--- config.mk ---
export PLATFORM = sky130hd
export DESIGN_NAME = inst_dispatch
export DESIGN_NICKNAME = d
export VERILOG_FILES = /design/src/rtl/inst_dispatch.sv
export SDC_FILE = /design/constraint.sdc
export NUM_CORES = 1
export LEC_CHECK = 0
export ABC_AREA = 1
export CORE_MARGIN = 8
export CORE_UTILIZATION = 43
export CTS_BUF_LIST = sky130_fd_sc_hd__clkbuf_16
export CTS_CLUSTER_SIZE = 25
export DETAILED_ROUTE_END_ITERATION = 8
export MAX_ROUTING_LAYER = met4
export PLACE_DENSITY_LB_ADDON = 0.1
export RECOVER_POWER = 50
export SYNTH_ARGS = -nofsm -noshare
export SYNTH_HDL_FRONTEND = slang
export SYNTH_SLANG_ARGS = --single-unit
--- constraint.sdc ---
create_clock -name clk -period 10.2 [get_ports clk]
set_input_delay 1.02 -clock clk [delete_from_list [all_inputs] [get_ports clk]]
set_output_delay 1.02 -clock clk [all_outputs]
set_load 0.02 [all_outputs]
--- src/rtl/inst_dispatch.sv ---
// Instruction dispatcher: pops instructions from a show-ahead queue, launches the
// load engine (ILC) and then the write-back engine (W2C), and counts retirements.
module inst_dispatch #(
    parameter int INST_LEN = 160,
    parameter int ADDR_W   = 36,
    parameter int LEN_W    = 9,
    parameter int CNT_W    = 16
) (
    input  logic                clk,
    input  logic                rst,
    input  logic                run,
    input  logic [INST_LEN-1:0] instruct,
    input  logic                inst_empty,
    output logic                inst_req,
    output logic                ilc_start,
    output logic [ADDR_W-1:0]   ilc_st_addr,
    output logic [LEN_W-1:0]    ilc_linelen,
    input  logic                ilc_done,
    output logic                w2c_start,
    output logic [ADDR_W-1:0]   w2c_st_addr,
    output logic [LEN_W-1:0]    w2c_linelen,
    input  logic                w2c_done,
    output logic                busy,
    output logic [CNT_W-1:0]    inst_count
);
    localparam int ILC_ADDR_LSB = 0;
    localparam int ILC_LEN_LSB  = 37;
    localparam int W2C_BACK_BIT = 60;
    localparam int W2C_ADDR_LSB = 61;
    localparam int W2C_LEN_LSB  = 97;

    typedef enum logic [2:0] {
        S_IDLE,
        S_ISSUE_ILC,
        S_WAIT_ILC,
        S_ISSUE_W2C,
        S_WAIT_W2C,
        S_RETIRE
    } state_t;

    state_t              r_state;
    logic [INST_LEN-1:0] r_inst_q;
    logic [CNT_W-1:0]    r_inst_count;
    logic                r_ilc_start;
    logic                r_w2c_start;
    logic                r_fetch_en;

    logic                w_pop;
    logic                w_ilc_needed;
    logic                w_w2c_needed;
    logic                w_unused_bits;

    // Fetch is held off until the first edge after reset release, so a pop can
    // never coincide with reset or with the release cycle itself.
    assign w_pop        = r_fetch_en && (r_state == S_IDLE) && run && !inst_empty;
    assign w_ilc_needed = |r_inst_q[ILC_LEN_LSB +: LEN_W];
    assign w_w2c_needed = r_inst_q[W2C_BACK_BIT] && (|r_inst_q[W2C_LEN_LSB +: LEN_W]);
    assign w_unused_bits = ^{r_inst_q[36], r_inst_q[59:46], r_inst_q[INST_LEN-1:106]};

    always_ff @(posedge clk or posedge rst) begin
        if (rst) begin
            r_state      <= S_IDLE;
            r_inst_q     <= '0;
            r_inst_count <= '0;
            r_ilc_start  <= 1'b0;
            r_w2c_start  <= 1'b0;
            r_fetch_en   <= 1'b0;
        end else begin
            r_fetch_en  <= 1'b1;
            r_ilc_start <= 1'b0;
            r_w2c_start <= 1'b0;
            case (r_state)
                S_IDLE: begin
                    if (w_pop) begin
                        r_inst_q    <= instruct;
                        r_ilc_start <= |instruct[ILC_LEN_LSB +: LEN_W];
                        r_state     <= S_ISSUE_ILC;
                    end
                end
                S_ISSUE_ILC: begin
                    if (w_ilc_needed) begin
                        r_state <= S_WAIT_ILC;
                    end else if (w_w2c_needed) begin
                        r_w2c_start <= 1'b1;
                        r_state     <= S_ISSUE_W2C;
                    end else begin
                        r_state <= S_RETIRE;
                    end
                end
                S_WAIT_ILC: begin
                    // w2c_done here is deliberately ignored, even alongside ilc_done
                    if (ilc_done) begin
                        if (w_w2c_needed) begin
                            r_w2c_start <= 1'b1;
                            r_state     <= S_ISSUE_W2C;
                        end else begin
                            r_state <= S_RETIRE;
                        end
                    end
                end
                S_ISSUE_W2C: begin
                    r_state <= S_WAIT_W2C;
                end
                S_WAIT_W2C: begin
                    if (w2c_done) begin
                        r_state <= S_RETIRE;
                    end
                end
                S_RETIRE: begin
                    r_inst_count <= r_inst_count + CNT_W'(1);
                    r_state      <= S_IDLE;
                end
                default: begin
                    r_state <= S_IDLE;
                end
            endcase
        end
    end

    assign inst_req    = w_pop;
    assign ilc_start   = r_ilc_start;
    assign w2c_start   = r_w2c_start;
    assign busy        = (r_state != S_IDLE);
    assign inst_count  = r_inst_count;
    assign ilc_st_addr = r_inst_q[ILC_ADDR_LSB +: ADDR_W];
    assign ilc_linelen = r_inst_q[ILC_LEN_LSB +: LEN_W];
    assign w2c_st_addr = r_inst_q[W2C_ADDR_LSB +: ADDR_W];
    assign w2c_linelen = r_inst_q[W2C_LEN_LSB +: LEN_W];

endmodule

# [After elaboration in Yosys (flattened, before gate mapping)]
# Cells that the tools add are included.
[classes] mul=0 mux=12 addsub=1 n_bitwise=0 n_reduce_logical=12 shifts=0 div=0 eq_ne=8 magnitude_cmp=0
[op_table] operator="9-bit OR reduction" n=3
[op_table] operator="16-bit by 1-bit adder with 16-bit output, second input constant" n=1
[op_table] operator="3-bit two-way mux" n=5
[op_table] operator="3-bit case mux with 5 select lines" n=1
[op_table] operator="3-bit by 2-bit == test with 1-bit output, second input constant" n=2
[op_table] operator="3-bit == test, second input constant" n=2
[op_table] operator="2-bit inequality test, second input constant" n=3
[op_table] operator="1-bit two-way mux" n=5
[op_table] operator="1-bit logical AND" n=4
[op_table] operator="3-bit by 1-bit == test with 1-bit output, second input constant" n=1
[op_table] operator="3-bit zero test" n=1
[op_table] operator="3-bit AND reduction" n=1
[op_table] operator="3-bit nonzero test" n=1
[op_table] operator="1-bit case mux with 2 select lines" n=1
[op_table] operator="2-bit AND reduction" n=1
[op_table] operator="1-bit zero test" n=1
[totals] ff_bits=128 mem_bits_rw=0 latchBits=0 rom_bits=0 mem_count=0 out_inout_bits=110 elab_cells=39

# [Logic depth before layout (Yosys ltp)]
# Gate-level depths: netlist (run 1).
[logic_depth] ltp_word=6 depth_mapped=9

# [Least setup slack after synthesis (run 1)]
# No wires, ideal clock.
[synth_path] path_kind="input to output" from="input port inst_empty" to="output port inst_req" path_stages=5 setup_slack_ps=7549 arrival_time_ps=1631 path_cell_list="inv_1 nand3_1 nor2_4 buf_6 buf_2"
[synth_between] elab_chain_len=2
[synth_rtl] item="start, declared" line="13" text="input logic inst_empty,"
[synth_rtl] item="1-bit zero test" line="55" text="assign w_pop = r_fetch_en && (r_state == S_IDLE) && run && !inst_empty;"
[synth_rtl] item="1-bit logical AND" line="55"
[synth_rtl] item="end, declared" line="14" text="output logic inst_req,"
# Every way passes these cells.

# [Final worst setup path (run 1)]
[layout_path] from="input port run" to="register r_inst_q[83]"
[layout_between] elab_chain_len=3
[layout_rtl] item="start, declared" line="11" text="input logic run,"
[layout_rtl] item="1-bit logical AND (2 in series)" line="55"
[layout_rtl] item="2-bit AND reduction (no line)"
[layout_rtl] item="end signal, assigned" line="75" text="r_inst_q <= instruct;"
[layout_rtl] item="end, declared" line="42" text="logic [INST_LEN-1:0] r_inst_q;"
# Every way passes these cells.
# A chain may end at the register's enable or synchronous reset.

==> results of run 1 <==
## state kept, by name, indices dropped and copies added (netlist names)
signal / count
r_inst_q: 91
inst_count: 16
ilc_start: 1
r_fetch_en: 1
w2c_start: 1
r_state: 3
## cells by family after synthesis
kind of cell / synth area share
adders and majority gates: 0.00235
other: 0.000704
buffers and inverters: 0.167
AOI/OAI and AO/OA: 0.0115
DFF: 0.531
and+or+nand+nor: 0.263
xor gates and xnor gates: 0.0247
## per-stage QoR
stage	std cells	utilization
floorplan	633	-
global placement	900	0.566
detailed placement	900	0.566
CTS	930	0.606
global route	931	0.604
finish	931	0.604
## Yosys cell counts (all sizes together)
master  number
or2          1
nand3        6
a31oi        1
nor3         6
dfrtp      113
nand2      314
nand4        1
xnor2        8
clkbuf       3
nor2        27
conb         1
xor2         7
nor4         1
o21ai        9
inv         25
buf        107
ha           1
a21oi        2
## how the worst max path moves through the flow
stage                         endpoint  slack, ns  startpoint
after floorplan              ilc_start       6.19         rst
after global placement     r_inst_q[7]       6.37         run
after detailed placement  r_inst_q[64]       6.31         run
after CTS                 r_inst_q[83]       6.72         run
after global routing      r_inst_q[83]       6.51         run
final                     r_inst_q[83]       6.80         run
## cells in the final DEF, fill, tap and decap left out, types with 4 or more instances in the layout
cell             instances
clkinv_2                 7
clkdlybuf4s50_1         96
nand2_1                313
dfrtp_1                113
nor3_1                   6
clkbuf_16               17
xnor2_1                  8
inv_1                   25
xor2_1                   7
o21ai_0                  8
clkinv_1                 4
nand3_1                  6
dlygate4sd3_1          110
nor2_1                  24
## final cells by class
class | count | share of cell area
well taps | 168 | 0.0289
repair buffers | 209 | 0.286
clock buffers | 17 | 0.0584
clock inverters | 13 | 0.00790
multi-input cells | 385 | 0.217
inverters | 25 | 0.0131
diodes | 1 | 0.000343
flip-flops and latches | 113 | 0.388
## routing by layer
layer  vias up  part of all wire  global-route usage
met1      1839              0.43               0.195
met2       141              0.48               0.274
met4         0             0.014              0.0707
li1       2065                 -                   -
met5         -                 0                   -
met3        16             0.078              0.0628
## worst max-delay path, delay by kind of cell
kind	cells	cell delay [ns]
buffers and inverters	4	2.18
and+or+nand+nor	4	0.43
## power by group through the flow
stage,clock network [mW],logic (mW),registers [mW]
after floorplan,0,0.675,0.722
after global placement,0,0.889,0.730
after detailed placement,0,0.899,0.740
after CTS,0.495,0.902,0.736
after global routing,0.514,0.898,0.748
final,0.482,0.820,0.725
==> summary.md, run 1 <==
| Metric | Value |
|---|---|
| Status | `complete, but fails checks` |
| Failing checks | `capacitance limit, slew limit` |
| NetSw | `756 uW` |
| Drt first pass iters | `4` |
| Arrival @ worst endpoint | `3.68 ns` |
| Syn nets | `800` |
| Number of global-route vias before repair | `4,209` |
| Initial antenna violation count | `1` |
| RSZ-0062 raised after global routing | `false` |
| Antenna Violating Nets Remaining | `0` |
| HP Start | `r_inst_q[20]` |
| Startpoint Class | `primary input` |
| Via/cell ratio | `4.36` |
| Hold Vio Cnt, Final | `0` |
| Slowest CP cell | `buf_4` |
| Post_cts resized | `0` |
| WHS Endpoint | `r_inst_q[20]` |
| Final setup fails | `0` |
| Via count | `4,061` |
| Seq/Total Area, Yosys | `0.531` |
| Iteration-0 DRC count of the detailed router | `273` |
| Die Wd | `127 um` |
| Mapped Cells | `633` |
| Starting density of the core | `0.441` |
| # port buffers | `206` |
| Storage cell area | `0.00283 mm^2` |
| CTS Sinks | `113` |
| Reg2reg start | `r_state[0]` |
| P&R area growth vs syn | `36.8%` |
| Design area | `0.00729 mm^2` |
| Worst Setup Path Type | `in -> reg` |
| Tcrit/Tclk final | `0.333` |
| Final Max Tran Viols | `38` |
| Worst EP required | `10.48 ns` |
| Combinational share of power | `0.405` |
| PD cells | `278 mW/mm^2` |
| Post-Route WL | `13.2 mm` |
| Clock Tree Root | `clkbuf_16` |
| DP Worst Slack | `6.31 ns` |
| GR Util All Layers | `0.173` |
| Leak Pwr | `3.74 nW` |
| Fin Hold WS | `0.460 ns` |
| H-tree depth | `4` |
| Setup WS post-layout | `6.80 ns` |
| Reg-to-reg slack, setup | `7.32 ns` |
| Die H | `127 um` |
| Sw Ratio | `0.373` |
| Slowest cell delay on critical path | `0.76 ns` |
| Seq cells post-synth | `113` |
| Hold Path Depth | `2` |
| Die area | `0.0162 mm^2` |
| Wire length per cell | `14.1 um` |
| FILL cells | `1,076` |
| Rel. slew slack | `-0.0746` |
| Post-route total power | `2.03 mW` |
| Setup TNS Final | `0 ns` |
| # DRC | `0` |
| Cell variety after synth | `27` |
| Share of layout cells above drive strength 1 | `0.0446` |
| Pin count of the biggest net entering global routing | `101` |
| Max capacitance violation total | `1` |
| Clock skew | `0.00960 ns` |
| Area share of the largest cell type after synthesis | `0.531` |
| Crit path max fanout | `100` |
| Top cell type by total area after synthesis | `dfrtp_1` |
| Worst Setup End Kind | `flip-flop` |
| Io pins | `276` |
| Total CTS buffers | `17` |
| Post-Place Cell Area | `0.00683 mm^2` |
| CTS tree | `done` |
| Hold Buf Count CTS | `0` |
| Core area | `0.0121 mm^2` |
| Seq pwr share | `0.357` |
| Worst path cell trace | `clkdlybuf4s50_1 -> nand3_1 -> nor2_4 -> buf_4 -> inv_2 -> buf_4 -> nand2_1 -> nand2_1` |
| Yosys warnings | `0` |
| Nets | `918` |
| Row count | `40` |
| Min Tclk post-route | `3.40 ns` |
| Internal | `1.27 mW` |
| Clock power frac | `0.238` |
| Peak VDD IR | `0.161 mV` |
| Clk buf depth | `2` |
| Post-CTS setup buffers | `0` |
| Worst hold path type | `reg -> reg` |
| FF-to-FF path depth | `8` |
| Routability cong. | `0.793` |
| Slew @ Worst Pin | `1.60 ns` |
| First-pass GRT wire length | `21.4 mm` |
| Total grt overflow | `0` |
| Later-pin clock latency in the skew report | `0.40 ns` |
| HPWL Detailed | `9.77 mm` |
| Syn Area/Cell | `8.41 um^2` |
| Synthesized area | `0.00533 mm^2` |
| Multi-input gate area | `0.00158 mm^2` |
| Fmax | `0.294 GHz` |
| Largest cells by area after synthesis | `dfrtp_1 53%, nand2_1 22%, buf_4 13%, inv_1 1.6%, nor2_1 1.6%` |
| Worst r2r dst | `r_inst_q[83]` |
| Clk slew on worst S/H paths | `0.05 ns` |
Note: power is estimated with default switching activity, not from simulation.
==> run 2, diff against run 1 <==
--- a/config.mk
+++ b/config.mk
@@ -7,7 +7,7 @@
 export LEC_CHECK = 0
 export ABC_AREA = 1
 export CORE_MARGIN = 8
-export CORE_UTILIZATION = 43
+export CORE_UTILIZATION = 36
 export CTS_BUF_LIST = sky130_fd_sc_hd__clkbuf_16
 export CTS_CLUSTER_SIZE = 25
 export DETAILED_ROUTE_END_ITERATION = 8
==> constraint.sdc (replaced) <==
create_clock -name clk -period 3 [get_ports clk]
set_input_delay 0.3 -clock clk [delete_from_list [all_inputs] [get_ports clk]]
set_output_delay 0.3 -clock clk [all_outputs]
set_load 0.02 [all_outputs]
==> run 2 against run 1 <==
Effect of this change: the run now ends clean; flip-flop and latch count stayed put; worst hold slack worse by 0.026 ns; largest power group unchanged; power grew to 3.6 times the previous value; highest routed layer unchanged; critical path depth is 4 lower; sequential power grew to 3.4 times the previous value; sequential share of layout area is 0.61 points lower; critical endpoint is now inst_req.
==> summary.md, run 2 (same netlist as run 1, synthesis figures left out) <==
| Metric | Value |
|---|---|
| Startpoint Class | `flip-flop` |
| Post-CTS setup buffers | `0 (unchanged)` |
| Worst EP required | `2.70 ns (-7.78 ns)` |
| Clk buf depth | `2 (unchanged)` |
| Clock Tree Root | `clkbuf_16` |
| Status | `completed` |
| Worst hold path type | `in -> reg` |
| Hold Path Depth | `3 (+1)` |
| Iteration-0 DRC count of the detailed router | `159 (-42%)` |
| Hold Vio Cnt, Final | `0 (unchanged)` |
| WHS Endpoint | `r_inst_q[68]` |
| Worst Setup End Kind | `output port` |
| Later-pin clock latency in the skew report | `0.40 ns (about the same)` |
| GR Util All Layers | `0.149 (-0.0233)` |
| Antenna Violating Nets Remaining | `0 (unchanged)` |
| Starting density of the core | `0.368 (-0.0737)` |
| Drt first pass iters | `4 (unchanged)` |
| Combinational share of power | `0.399 (-0.006)` |
| Seq pwr share | `0.341 (-0.016)` |
| Crit path max fanout | `7 (-93%)` |
| Total grt overflow | `0 (unchanged)` |
| Pin count of the biggest net entering global routing | `86 (-15%)` |
| Worst Setup Path Type | `reg -> out` |
| Reg-to-reg slack, setup | `0.87 ns (-6.45 ns)` |
| Commonest cells after routing, fill and taps aside | `313 x nand2_1, 170 x clkdlybuf4s50_1, 113 x dfrtp_1` |
| Hold Buf Count CTS | `0 (unchanged)` |
| Slowest CP cell | `clkdlybuf4s50_1` |
| Peak VDD IR | `0.428 mV (+170%)` |
| Worst path cell trace | `nor2_1 -> nand2_2 -> nor2_4 -> clkdlybuf4s50_1` |
| Post-Place Cell Area | `0.00690 mm^2 (+1.0%)` |
| Post_cts resized | `0 (unchanged)` |
| Rel. slew slack | `0.161 (+0.236)` |
| CP delay by family, top | `buffers and inverters` |
| Row count | `44 (+10%)` |
| CTS Sinks | `113 (unchanged)` |
| Die H | `138 um (+8.1%)` |
| HP Start | `instruct[68]` |
| # port buffers | `206 (unchanged)` |
| PD cells | `986 mW/mm^2 (+250%)` |
| Io pins | `276 (unchanged)` |
| Clk slew on worst S/H paths | `0.05 ns (about the same)` |
| Final setup fails | `0 (unchanged)` |
| Buf+Inv Stages, Crit Path | `1 (-3)` |
| Min Tclk post-route | `2.20 ns` |
| Setup TNS Final | `0 ns (unchanged)` |
| First-pass GRT wire length | `21.2 mm (-0.58%)` |
| Sw Ratio | `0.354 (-0.0187)` |
| Via/cell ratio | `4.27 (-2.0%)` |
| FF-to-FF path depth | `8 (unchanged)` |
| Slowest cell delay on critical path | `0.66 ns (-0.10 ns)` |
| Max capacitance violation total | `0 (-1)` |
| Design area | `0.00740 mm^2 (+1.6%)` |
| Initial antenna violation count | `1 (unchanged)` |
| Tcrit/Tclk final | `0.732` |
| CTS tree | `done` |
| Via count | `4,061 (unchanged)` |
| RSZ-0062 raised after global routing | `false` |
| Leak Pwr | `3.65 nW (-2.3%)` |
| Wire length per cell | `14.3 um (+0.91%)` |
| P&R area growth vs syn | `39.0%` |
| Fmax | `0.456 GHz` |
| Nets | `921 (+0.33%)` |
| HPWL Detailed | `10.0 mm (+2.3%)` |
| Slew @ Worst Pin | `1.26 ns (-0.345 ns)` |
| FILL cells | `1,362 (+27%)` |
| Post-Route WL | `13.6 mm (+3.0%)` |
| # DRC | `0 (unchanged)` |
| Clock skew | `0.00745 ns (-0.00215 ns)` |
| Number of global-route vias before repair | `4,145 (-1.5%)` |
| Max FFs per register | `91 (unchanged)` |
| Total CTS buffers | `17 (unchanged)` |
| Core area | `0.0145 mm^2 (+20%)` |
| H-tree depth | `4 (unchanged)` |
| Die Wd | `138 um (+8.1%)` |
| Internal | `4.71 mW (+270%)` |
| Arrival @ worst endpoint | `1.90 ns (-1.78 ns)` |
| Clock power frac | `0.260 (+0.022)` |
| Largest Register | `r_inst_q` |
| Final Max Tran Viols | `0 (-100%)` |
| Share of layout cells above drive strength 1 | `0.0431 (-0.00148)` |
| Commonest non-fill, non-tap cell in the layout | `nand2_1` |
| Reg2reg start | `r_state[0]` |
| Die area | `0.0189 mm^2 (+17%)` |
| Worst r2r dst | `r_inst_q[66]` |
| NetSw | `2.59 mW (+240%)` |
| Routability cong. | `0.808 (+1.9%)` |
-- run 2: worst max path at each step --
stage / start / endpoint / cells past startpoint
4_1_cts: r_state[0] / inst_req / 4
3_3_place_gp: run / ilc_start / 7
5_1_grt: rst / r_inst_q[104] / 3
6_report: r_state[0] / inst_req / 4
2_1_floorplan: rst / ilc_start / 1
3_5_place_dp: run / r_inst_q[66] / 8
-- run 2: metrics by stage --
| step | setup slack [ns] | hold slack (ns) | total power, mW | utilization | std cells |
|---|---|---|---|---|---|
| after floorplan | 1.33 | 0.417 | 4.75 | - | 633 |
| after global placement | 0.945 | 0.452 | 5.53 | 0.476 | 919 |
| after detailed placement | 0.887 | 0.457 | 5.58 | 0.476 | 919 |
| after CTS | 0.765 | 0.301 | 7.53 | 0.515 | 949 |
| after global routing | 0.377 | 0.422 | 7.77 | 0.511 | 950 |
| final | 0.805 | 0.435 | 7.30 | 0.511 | 950 |
-- run 2: worst reg2reg max path, cell delays in order (launching register included) --
cell and delay [ns]:
dfrtp_1 0.44, nor2_1 0.17, nand2_2 0.11, nor2_4 0.12, clkbuf_2 0.62, inv_2 0.10
buf_12 0.25, nand2_1 0.15, nand2_1 0.06
-- run 2: area by class of cell --
cell class / instances / area, um^2 / area share
diodes: 1 / 2.50 / 0.000338
repair buffers: 212 / 2110 / 0.285
multi-input cells: 385 / 1580 / 0.213
clock buffers: 17 / 425 / 0.0575
flip-flops and latches: 113 / 2830 / 0.382
clock inverters: 13 / 130 / 0.0176
well taps: 184 / 230 / 0.0311
inverters: 25 / 95.1 / 0.0128
-- run 2: per-layer routing --
| metal | GRT usage | wire (um) | vias to the layer above | part of all wire |
|---|---|---|---|---|
| met4 | 0.0573 | 199 | 0 | 0.015 |
| met1 | 0.180 | 6130 | 1838 | 0.45 |
| met2 | 0.226 | 6090 | 145 | 0.45 |
| met3 | 0.0518 | 1140 | 14 | 0.084 |
| li1 | - | - | 2064 | - |
| met5 | - | 0 | - | 0 |
-- run 2: power by group through the flow --
stage	logic (mW)	registers, mW	clock network (mW)
5_1_grt	3.17	2.57	2.03
4_1_cts	3.06	2.51	1.96
6_report	2.91	2.49	1.90
2_1_floorplan	2.29	2.46	0
3_3_place_gp	3.04	2.49	0
3_5_place_dp	3.05	2.53	0
==> run 3, diff against run 2 <==
==> constraint.sdc (replaced) <==
create_clock -name clk -period 2 [get_ports clk]
set_input_delay 0.2 -clock clk [delete_from_list [all_inputs] [get_ports clk]]
set_output_delay 0.2 -clock clk [all_outputs]
set_load 0.02 [all_outputs]
==> run 3 against run 2 <==
Effect of this change: critical path depth unchanged; largest cell class unchanged; die area unchanged; cell area down 0.30%; flip-flop and latch count unchanged; routed wire length about the same; core utilization down 0.16 points; clock-buffer cell count unchanged; highest routed layer unchanged; non-clock buffer count up 2.
==> summary.md, run 3 (same netlist as run 1, synthesis figures left out) <==
| Metric | Value |
|---|---|
| Status | `completed` |
| Die H | `138 um (unchanged)` |
| Die Wd | `138 um (unchanged)` |
| Clk buf depth | `2 (unchanged)` |
| Combinational share of power | `0.416 (+0.017)` |
| Setup WS post-layout | `0.174 ns (-0.631 ns)` |
| Clk slew on worst S/H paths | `0.05 ns (about the same)` |
| Nets | `923 (+0.22%)` |
| Design area | `0.00738 mm^2 (-0.30%)` |
| CTS tree | `done` |
| Die area | `0.0189 mm^2 (unchanged)` |
| Clock Tree Root | `clkbuf_16` |
| Sw Ratio | `0.367 (+0.0129)` |
| Worst r2r dst | `inst_count[9]` |
| CTS Sinks | `113 (unchanged)` |
| Worst Setup Path Type | `reg -> out` |
| Tcrit/Tclk final | `0.913` |
| Slew @ Worst Pin | `1.23 ns (-0.0245 ns)` |
| Max FFs per register | `91 (unchanged)` |
| NetSw | `3.90 mW (+51%)` |
| Antenna Violating Nets Remaining | `0 (unchanged)` |
| HPWL Detailed | `10.1 mm (+1.1%)` |
| Row count | `44 (unchanged)` |
| Fin Hold WS | `0.332 ns (-0.103 ns)` |
| DP Worst Slack | `0.177 ns (-0.710 ns)` |
| Iteration-0 DRC count of the detailed router | `170 (+6.9%)` |
| Worst hold path type | `in -> reg` |
| Starting density of the core | `0.368 (unchanged)` |
| Initial antenna violation count | `0 (-1)` |
| Commonest cells after routing, fill and taps aside | `314 x nand2_1, 175 x clkdlybuf4s50_1, 113 x dfrtp_1` |
| Final setup fails | `0 (unchanged)` |
| Worst Setup End Kind | `output port` |
| Largest Register | `r_inst_q` |
| Clock power frac | `0.232 (-0.028)` |
| Min Tclk post-route | `1.83 ns` |
| Setup TNS Final | `0 ns (unchanged)` |
| Crit path max fanout | `5 (-2)` |
| Number of global-route vias before repair | `4,146 (+0.024%)` |
| Via count | `4,090 (+0.71%)` |
| Peak VDD IR | `0.648 mV (+51%)` |
| Post-Route WL | `13.6 mm (about the same)` |
| Internal | `6.72 mW (+43%)` |
| N_diodes | `0 (-1)` |
| Drt first pass iters | `4 (unchanged)` |
| Later-pin clock latency in the skew report | `0.41 ns (about the same)` |
| Startpoint Class | `flip-flop` |
| RSZ-0062 raised after global routing | `false` |
| Share of layout cells above drive strength 1 | `0.0443 (+0.00113)` |
| First-pass GRT wire length | `21.3 mm (+0.39%)` |
| Arrival @ worst endpoint | `1.63 ns (-0.27 ns)` |
| Total CTS buffers | `17 (unchanged)` |
| P&R area growth vs syn | `38.6%` |
| Worst EP required | `1.80 ns (-0.90 ns)` |
| Core area | `0.0145 mm^2 (unchanged)` |
| Post-Place Cell Area | `0.00695 mm^2 (+0.76%)` |
| Reg-to-reg slack, setup | `0.24 ns (-0.63 ns)` |
| Final core utilization | `0.510 (-0.00155)` |
| # port buffers | `206 (unchanged)` |
| PD cells | `1440 mW/mm^2 (+46%)` |
| Post-route total power | `10.6 mW (+45%)` |
| Via/cell ratio | `4.30 (+0.50%)` |
| WHS Endpoint | `r_inst_q[23]` |
| Seq pwr share | `0.352 (+0.011)` |
| Post-Layout Cell Count | `952 (+0.21%)` |
| HP Start | `instruct[23]` |
| Commonest non-fill, non-tap cell in the layout | `nand2_1` |
| Hold Path Depth | `3 (unchanged)` |
| Leak Pwr | `3.64 nW (-0.31%)` |
| Final Max Tran Viols | `0 (unchanged)` |
| Pin count of the biggest net entering global routing | `86 (unchanged)` |
| Routability cong. | `0.802 (-0.71%)` |
| GR Util All Layers | `0.151 (+0.00186)` |
| Rel. slew slack | `0.173 (+0.0118)` |
| H-tree depth | `4 (unchanged)` |
| Io pins | `276 (unchanged)` |
| # DRC | `0 (unchanged)` |
| Reg2reg start | `r_state[0]` |
| FF-to-FF path depth | `9 (+1)` |
| Total grt overflow | `0 (unchanged)` |
| Hold Vio Cnt, Final | `0 (unchanged)` |
| Max capacitance violation total | `0 (unchanged)` |
| Clock skew | `0.00720 ns (-0.000247 ns)` |
| Post-placement cell count | `921 (+0.22%)` |
| Fmax | `0.548 GHz` |
| Wire length per cell | `14.2 um (-0.17%)` |
[run 3: worst max-delay path: stages, from the launching register on]
cell and delay (ns):
dfrtp_1 0.42, nor2_2 0.15, nand2_1 0.12, nor2_4 0.12, dlygate4sd2_1 0.40
[run 3: final cells by class]
cell class                 count  area, um^2
fill                        1401        7100
sequential                   113        2830
timing repair buffer         214        2160
multi-input combinational    385        1580
clock buffer                  17         425
tap                          184         230
inverter                      25        95.1
clock inverter                14        60.1
[run 3: how the worst max path moves through the flow]
| stage | from | end | slack, ns | cells after the start |
|---|---|---|---|---|
| floorplan | rst | ilc_start | 0.43 | 1 |
| global placement | run | inst_req | 0.16 | 4 |
| detailed placement | run | inst_req | 0.18 | 4 |
| CTS | r_state[2] | busy | 0.05 | 3 |
| global route | r_state[1] | inst_req | 0.06 | 4 |
| finish | r_state[1] | inst_req | 0.17 | 4 |
[run 3: layer usage]
layer | wire length, um | track usage
met1 | 5980 | 0.183
met2 | 6200 | 0.223
met3 | 1240 | 0.0598
met4 | 143 | 0.0591
met5 | 0 | -
[run 3: power by group through the flow]
stage	combinational (mW)	sequential [mW]	clock, mW
detailed placement	4.63	3.78	0
floorplan	3.44	3.68	0
CTS	4.64	3.76	2.56
finish	4.41	3.74	2.47
global placement	4.60	3.73	0
global route	4.81	3.87	2.66
[run 3: what timing repair did]
| item | 4_1_cts | 5_1_grt |
|---|---|---|
| endpoints found under the setup margin | 1 | 1 |
| hold endpoints to repair | 0 | 0 |
| setup buffers | 0 | 0 |
| resized for setup | 1 | 1 |
| hold buffers | 0 | 0 |
